<file path="src/rtl/key_lock_ctrl_pkg.sv">
// Shared key numbering and FSM state type for the keypad code-lock controller.
package key_lock_ctrl_pkg;

    localparam int KEY_ENTER = 8;
    localparam int NUM_KEYS  = 9;

    typedef enum logic [1:0] {
        ST_ENTRY  = 2'd0,
        ST_UNLOCK = 2'd1,
        ST_LOCK   = 2'd2
    } lock_state_t;

endpackage

</file>
<file path="src/rtl/key_lock_ctrl_timer.sv">
// Loadable down-counter shared by the idle, unlock-hold and lockout timing.
module key_lock_ctrl_timer #(
    parameter int CNT_W = 28
) (
    input  logic             clk,
    input  logic             rstn,
    input  logic             load_i,
    input  logic [CNT_W-1:0] load_val_i,
    input  logic             en_i,
    output logic [CNT_W-1:0] count_o,
    output logic             zero_o
);

    logic [CNT_W-1:0] count_q, count_d;

    // A load always wins over counting so a fresh key restarts the interval.
    always_comb begin
        count_d = count_q;
        if (load_i) begin
            count_d = load_val_i;
        end else if (en_i) begin
            count_d = count_q - CNT_W'(1);
        end
    end

    always_ff @(posedge clk or negedge rstn) begin
        if (!rstn) begin
            count_q <= '0;
        end else begin
            count_q <= count_d;
        end
    end

    assign count_o = count_q;
    assign zero_o  = (count_q == '0);

endmodule

</file>
<file path="src/rtl/key_lock_ctrl.sv">
// Code-lock controller: turns one-hot keypad pulses into a digit buffer, compares
// it on ENTER, and drives a timed unlock or a timed alarm after repeated failures.
module key_lock_ctrl
    import key_lock_ctrl_pkg::*;
#(
    parameter int                  PW_LEN         = 4,
    parameter logic [4*PW_LEN-1:0] PASSWORD       = 16'h1234,
    parameter int                  MAX_FAIL       = 3,
    parameter int                  UNLOCK_CYCLES  = 24000000,
    parameter int                  LOCKOUT_CYCLES = 240000000,
    parameter int                  IDLE_CYCLES    = 120000000,
    parameter int                  CNT_W          = 28
) (
    input  logic                  clk,
    input  logic                  rstn,
    input  logic [NUM_KEYS-1:0]   key_pulse,
    output logic [4*PW_LEN-1:0]   entry_code,
    output logic [3:0]            digit_cnt,
    output logic                  unlock,
    output logic                  alarm,
    output logic                  err_pulse,
    output logic [2:0]            fail_cnt
);

    localparam logic [2:0] FAIL_LIM = 3'(MAX_FAIL);
    localparam logic [3:0] FULL_CNT = 4'(PW_LEN);

    lock_state_t          state_q;
    logic [4*PW_LEN-1:0]  entry_q;
    logic [3:0]           digit_cnt_q;
    logic                 unlock_q;
    logic                 alarm_q;
    logic                 err_q;
    logic [2:0]           fail_q;

    logic                 key_valid;
    logic [3:0]           key_idx;
    logic                 is_enter;
    logic [4*PW_LEN-1:0]  entry_shift;
    logic                 code_ok;
    logic [2:0]           fail_next;
    logic                 lock_hit;

    logic                 tmr_load;
    logic [CNT_W-1:0]     tmr_load_val;
    logic                 tmr_en;
    logic [CNT_W-1:0]     tmr_count;
    logic                 tmr_zero;

    // Only a single set bit is a key event; chords and empty cycles are ignored.
    always_comb begin
        key_valid = (key_pulse != '0) &&
                    ((key_pulse & (key_pulse - NUM_KEYS'(1))) == '0);
        key_idx = '0;
        for (int i = 0; i < NUM_KEYS; i++) begin
            if (key_pulse[i]) begin
                key_idx = 4'(i);
            end
        end
        is_enter    = (key_idx == 4'(KEY_ENTER));
        entry_shift = entry_q << 4;
        entry_shift[3:0] = key_idx + 4'd1;
        code_ok   = (digit_cnt_q == FULL_CNT) && (entry_q == PASSWORD);
        fail_next = fail_q + 3'd1;
        lock_hit  = (fail_next >= FAIL_LIM);
    end

    // Hold periods load N-1 so the output stays high for exactly N cycles.
    always_comb begin
        tmr_load     = 1'b0;
        tmr_load_val = '0;
        if (state_q == ST_ENTRY && key_valid) begin
            tmr_load = 1'b1;
            if (is_enter && code_ok) begin
                tmr_load_val = CNT_W'(UNLOCK_CYCLES - 1);
            end else if (is_enter && lock_hit) begin
                tmr_load_val = CNT_W'(LOCKOUT_CYCLES - 1);
            end else begin
                tmr_load_val = CNT_W'(IDLE_CYCLES);
            end
        end
        tmr_en = (tmr_count != '0);
    end

    key_lock_ctrl_timer #(
        .CNT_W (CNT_W)
    ) u_timer (
        .clk        (clk),
        .rstn       (rstn),
        .load_i     (tmr_load),
        .load_val_i (tmr_load_val),
        .en_i       (tmr_en),
        .count_o    (tmr_count),
        .zero_o     (tmr_zero)
    );

    always_ff @(posedge clk or negedge rstn) begin
        if (!rstn) begin
            state_q     <= ST_ENTRY;
            entry_q     <= '0;
            digit_cnt_q <= '0;
            unlock_q    <= 1'b0;
            alarm_q     <= 1'b0;
            err_q       <= 1'b0;
            fail_q      <= '0;
        end else begin
            err_q <= 1'b0;
            unique case (state_q)
                ST_ENTRY: begin
                    if (key_valid && is_enter) begin
                        entry_q     <= '0;
                        digit_cnt_q <= '0;
                        if (code_ok) begin
                            state_q  <= ST_UNLOCK;
                            unlock_q <= 1'b1;
                            fail_q   <= '0;
                        end else begin
                            err_q <= 1'b1;
                            if (lock_hit) begin
                                state_q <= ST_LOCK;
                                alarm_q <= 1'b1;
                                fail_q  <= '0;
                            end else begin
                                fail_q <= fail_next;
                            end
                        end
                    end else if (key_valid) begin
                        if (digit_cnt_q < FULL_CNT) begin
                            entry_q     <= entry_shift;
                            digit_cnt_q <= digit_cnt_q + 4'd1;
                        end
                    end else if (tmr_zero && digit_cnt_q != '0) begin
                        entry_q     <= '0;
                        digit_cnt_q <= '0;
                    end
                end
                ST_UNLOCK: begin
                    if (tmr_zero) begin
                        state_q  <= ST_ENTRY;
                        unlock_q <= 1'b0;
                    end
                end
                ST_LOCK: begin
                    if (tmr_zero) begin
                        state_q <= ST_ENTRY;
                        alarm_q <= 1'b0;
                    end
                end
                default: begin
                    state_q  <= ST_ENTRY;
                    unlock_q <= 1'b0;
                    alarm_q  <= 1'b0;
                end
            endcase
        end
    end

    assign entry_code = entry_q;
    assign digit_cnt  = digit_cnt_q;
    assign unlock     = unlock_q;
    assign alarm      = alarm_q;
    assign err_pulse  = err_q;
    assign fail_cnt   = fail_q;

endmodule

</file>
<file path="config.mk">
export PLATFORM = sky130hd
export DESIGN_NAME = key_lock_ctrl
export DESIGN_NICKNAME = d
export VERILOG_FILES = /design/src/rtl/key_lock_ctrl_pkg.sv /design/src/rtl/key_lock_ctrl_timer.sv /design/src/rtl/key_lock_ctrl.sv
export SDC_FILE = /design/constraint.sdc
export NUM_CORES = 1
export LEC_CHECK = 0
export CAP_MARGIN = 20
export CORE_MARGIN = 2
export CORE_UTILIZATION = 55
export DETAILED_ROUTE_END_ITERATION = 12
export PLACE_DENSITY_LB_ADDON = 0.12
export SLEW_MARGIN = 20
export SYNTH_ARGS = -nofsm -noshare
export SYNTH_HDL_FRONTEND = slang
export SYNTH_SLANG_ARGS = --single-unit
</file>
<file path="constraint.sdc">
create_clock -name clk -period 5.1 [get_ports clk]
set_clock_uncertainty 0.2 [all_clocks]
set_input_delay 1.275 -clock clk [delete_from_list [all_inputs] [get_ports clk]]
set_output_delay 1.275 -clock clk [all_outputs]
set_load 0.005 [all_outputs]
</file>
== Word level (Yosys, flattened, before mapping) ==
Index checks and enable logic that the tools add are counted.
Storage, ports and cells
  flip-flop bits (word level): 56
  input port bits: 11
  logic and storage cells: 93
  output and inout bits: 26
Cells by class
  equal/unequal tests: 14
  mux-type cells: 40
  $add $sub $neg: 5
  bitwise gates (word level): 3
  reduce and logical (&&, ||, !) cells: 21
  $lt $le $gt $ge: 2
Operators with widths (count)
  28-bit two-way mux: 5
  16-bit two-way mux: 4
  4-bit two-way mux: 9
  28-bit logical NOT: 1
  28-bit nonzero test: 1
  28-bit by 1-bit subtractor with 28-bit output, second input constant: 1
  16-bit by 13-bit equality test with 1-bit output, second input constant: 1
  2-bit two-way mux: 6
  1-bit two-way mux: 11
  2-bit inequality test, second input constant: 5
  9-bit bitwise AND: 1
  9-bit logical NOT: 1
  9-bit nonzero test: 1
  9-bit by 1-bit subtractor with 9-bit output, second input constant: 1
  4-bit by 1-bit adder with 4-bit output, second input constant: 2
  1-bit logical AND: 7
  3-bit two-way mux: 2
  1-bit case mux with 3 select lines: 2
  3-bit AND reduction: 2
  5-bit AND reduction: 1
  4-bit by 3-bit equality test with 1-bit output, second input constant: 1
  4-bit equality test, second input constant: 1
  4-bit by 3-bit less-than comparator with 1-bit output, second input constant: 1
  2-bit by 1-bit inequality test with 1-bit output, second input constant: 2
  other kinds (15): 16

== Longest topological paths before layout ==
  depth after elaboration: 14
  mapped depth: 10
  gate-level depth less buffers: 8

== By module ==
Synthesis repeated with hierarchy kept, for this count alone.
Second synthesis, totals
  cells, all modules: 340
  area total of the unflattened synthesis: 3210.6 µm²
By module, submodules not included
  key_lock_ctrl_timer: seq. area each 700.7 µm², cells an instance 183, times used 1, area an instance 1621.6 µm²
  key_lock_ctrl: seq. area each 700.7 µm², cells an instance 157, times used 1, area an instance 1589.0 µm²

== Worst setup path before layout ==
Ideal clock, no wire load.
  path kind: input port to flip-flop
  start point: in key_pulse[3]
  end point: reg entry_q[12] (netlist: entry_code[12])
  buffers on the path: 1
  required time: 4.835 ns
  stages: 7
  arrival time: 3.132 ns
  setup slack: 1.702 ns
  setup time: 0.065 ns
  cell sequence: or4_4 > nor3_4 > and3_2 > o211ai_4 > a2111oi_4 > buf_6 > a22o_1
On the way
  longest elaborated chain between the ends: 10
  elaborated cells between the ends (all ways): 18
  those cells by class: 1 x add/sub; 2 x eq/ne; 8 x mux; 1 x bitwise; 6 x reduce/logical
Ends and longest elaborated chain
  start: declaration: line key_lock_ctrl.sv:16  | input logic [NUM_KEYS-1:0] key_pulse,
  branches (longest 10 deep; another with 9-bit by 1-bit subtractor with 9-bit output)
  end signal: assignment: line key_lock_ctrl.sv:129  | entry_q <= entry_shift;
  end: declaration: line key_lock_ctrl.sv:29  | logic [4*PW_LEN-1:0] entry_q;
Parallel ways; which one is timed is not known.
A chain may end at the register's enable or synchronous reset.

== Worst setup path in the final report ==
  start point: in key_pulse[3]
  end point: reg u_timer.count_q[1] (netlist: u_timer.count_o[1])
On the way
  longest elaborated chain between the ends: 12
  elaborated cells between the ends (all ways): 21
  those cells by class: 1 x add/sub; 1 x eq/ne; 11 x mux; 1 x bitwise; 7 x reduce/logical
Ends and longest elaborated chain
  2-bit two-way mux: line key_lock_ctrl.sv:56  | if (key_pulse[i]) begin
  4-bit two-way mux (5 in series): line key_lock_ctrl.sv:56
  4-bit equality test: line key_lock_ctrl.sv:60  | is_enter = (key_idx == 4'(KEY_ENTER));
  1-bit logical AND: line key_lock_ctrl.sv:76  | end else if (is_enter && lock_hit) begin
  28-bit two-way mux: line key_lock_ctrl.sv:76
  28-bit two-way mux: line key_lock_ctrl.sv:74  | if (is_enter && code_ok) begin
  28-bit two-way mux: line key_lock_ctrl.sv:72  | if (state_q == ST_ENTRY && key_valid) begin
  28-bit two-way mux: line key_lock_ctrl_timer.sv:19  | if (load_i) begin
  end signal: assignment: line key_lock_ctrl_timer.sv:30  | count_q <= count_d;
  end: declaration: line key_lock_ctrl_timer.sv:14  | logic [CNT_W-1:0] count_q, count_d;
Several ways; a longest one is shown, not always the timed one.

==> flow_summary.ini <==
[outcome]
status = finished clean

[worst_hold_path]
hold_path_class = reg2reg
min_path_cells = 1
hp-start = unlock
worstHoldEndpoint = unlock

[yosys]
syn-cell-area_um2 = 3065
synth_seq_cells = 56
synthFlopType = dfrtp_1
syn_avg_cell_area_um2 = 10.05
syn_inst = 305
ys_async_sr_fraction_pct = 100.0
yosysSeqAreaShare_pct = 45.71
synth_cell_types = 57
ys_warn_count = 0
synth_nets = 325
synth_edf_count = 0

[critical_path]
arrival_ns = 3.84
critPathLaunchType = input pin
rr_endpoint = u_timer.count_o[1]
critPathKind = in2reg
rr_worst_depth = 7
rrSetupSlack_ns = 2.12
r2r-start = u_timer.count_o[0]
endpoint_kind = flip-flop
crit_required_ns = 5.07
path_max_fanout = 11

[pwr]
p_leak_nw = 1.547
vdd_drop_max_v = 0.00009947
powerDensity_nw_per_um2 = 202.7

[place]
portBuffers = 36
hpwl_um = 4729
dpl_cell_area_um2 = 3497
gp_congestion = 0.8015

[route]
drc = 0
wire_per_inst_um = 15.72
vias = 2449
routed_wirelength_um = 6541
drtIter0Drc = 168
avgViaCountPerCell = 5.887
postRouteAntennaNets = 0
drt-pass1-iter-count = 4

[floorplanning]
die_h_um = 78.66
num_rows = 27
die_area_um2 = 6187
core_um2 = 5439
io_pins = 37
initial_core_util_pct = 56.36
chipWidth_um = 78.66

[sta]
worstMarginPinSlew_ns = 0.8090
hold_viol_final = 0
slew_violations = 0
slew_headroom_pct = 45.65
finalCritPeriodShare_pct = 75.94
setup_tns_ns = 0
setup_viol = 0
rsz0062_at_grt = false
finalCriticalPeriod_ns = 3.873
fmax_mhz = 258.2

[layout]
n_fill_cell = 428
nNetsFinal = 363
multiInputGateArea_um2 = 1583
drive_gt1_share_pct = 9.302
antenna_cells = 0
final_common_cell = dfrtp_1
syn2layout_area_growth_pct = 17.10
mostFrequentLayoutCells = dfrtp_1 (56), nor2_1 (36), clkdlybuf4s50_1 (35)
design_area_um2 = 3590
seq_area_um2 = 1401

[clock_network]
postCtsHoldBufs = 0
clkLatencyLatePin_ns = 0.31
post_cts_buffers = 0
cts_resized = 0
h-tree-depth = 2
clock-sinks = 56
clk_pin_slew_ns = 0.09
cts_tree = yes
cts.path.max_buffers = 2
clock-root-buffer = clkbuf_8
numCtsBuffers = 5

[grt]
grt_util_all_layers_pct = 22.58
antenna_found_initial = 0
gr-total-overflow = 0
grt_pass1_wl_um = 10940
grt_pass1_vias = 2306
grt_max_degree = 42

[job]
max_cap_viol_count = 0
[state kept, by name (all words and copies together), names as in the netlist]
signal	cells
u_timer.count_o	28
unlock	1
state_q	2
alarm	1
err_pulse	1
fail_cnt	3
digit_cnt	4
entry_code	16
[through the flow]
stage          setup WS [ns]  total power [mW]  util [%]  std cells  hold WS [ns]
6_report               1.227            0.7277     66.00        416        0.3047
5_1_grt               0.9978            0.7493     66.00        416        0.3316
4_1_cts                1.237            0.7312     66.00        416        0.3119
3_5_place_dp          0.9173            0.4867     64.30        408        0.2920
3_3_place_gp           1.003            0.4863     64.30        408        0.2821
2_1_floorplan          1.702            0.4635         -        305        0.2843
[worst max-delay path by stage]
| stage | startpoint | to | slack (ns) | depth (start not counted) |
|---|---|---|---|---|
| after CTS | key_pulse[3] | u_timer.count_o[1] | 1.24 | 7 |
| after global routing | key_pulse[3] | u_timer.count_o[1] | 1.0 | 7 |
| after floorplan | key_pulse[3] | entry_code[12] | 1.70 | 7 |
| after global placement | key_pulse[3] | u_timer.count_o[1] | 1.00 | 7 |
| final | key_pulse[3] | u_timer.count_o[1] | 1.23 | 7 |
| after detailed placement | key_pulse[3] | u_timer.count_o[1] | 0.92 | 7 |
[metal layers]
| layer | GRT usage (%) | vias to the layer above | routed length (µm) |
|---|---|---|---|
| met5 | 0 | - | 0 |
| met4 | 8.421 | 0 | 97 |
| met3 | 3.333 | 8 | 290 |
| met2 | 33.93 | 54 | 2955 |
| met1 | 33.13 | 1203 | 3197 |
| li1 | - | 1184 | - |
[synth_stat cells (2+ instances only)]
cell type | instances | area (µm²)
a21o_1 | 5 | 37.54
a21oi_1 | 24 | 120.1
a22o_1 | 17 | 148.9
a22oi_1 | 2 | 15.01
a31oi_1 | 3 | 18.77
a32o_1 | 2 | 20.02
and3_1 | 3 | 18.77
buf_2 | 2 | 10.01
clkbuf_1 | 6 | 22.52
dfrtp_1 | 56 | 1401
ha_1 | 9 | 112.6
inv_1 | 10 | 37.54
nand2_1 | 19 | 71.32
nand2b_1 | 3 | 18.77
nand3_1 | 9 | 45.04
nand4_1 | 3 | 18.77
nand4b_1 | 2 | 17.52
nor2_1 | 36 | 135.1
nor3_1 | 13 | 65.06
nor3b_1 | 4 | 30.03
nor4_1 | 4 | 25.02
nor4_2 | 2 | 25.02
nor4b_1 | 2 | 17.52
o21ai_0 | 7 | 35.03
o21bai_1 | 2 | 15.01
o22a_1 | 2 | 17.52
o31ai_1 | 2 | 15.01
or2_2 | 4 | 25.02
or3_1 | 2 | 12.51
or4_4 | 2 | 22.52
xnor2_1 | 8 | 70.07
xor2_1 | 15 | 131.4
[critical path: stages]
cell and delay [ns]:
clkdlybuf4s50_1 0.47, or4_4 0.58, nor3_4 0.17, a211oi_1 0.17, o211a_1 0.38, nor2_1 0.64
a21oi_1 0.15
[report_power, final]
group / switching (mW) / internal [mW]
clock: 0.142 / 0.109
combinational: 0.0202 / 0.0125
sequential: 0.000509 / 0.444
total: 0.162 / 0.565
[kinds of logic (layout without fill, tap and decap cells)]
family	Yosys count	in the layout	synth area share [%]
simple gates	121	121	22.53
flops	56	56	45.71
fa+ha+maj	9	9	3.674
xor+xnor	23	23	6.572
mux	1	1	0.3265
buf+inv	19	58	2.653
compound gates	76	76	18.53
[final cells by class]
cell class,instances,area share (%)
timing repair buffer,40,10.74
sequential,56,39.04
multi-input combinational,230,44.09
clock inverter,2,0.2788
tap,72,2.510
clock buffer,6,2.300
inverter,10,1.046
Note: power is estimated with default switching activity, not from simulation.
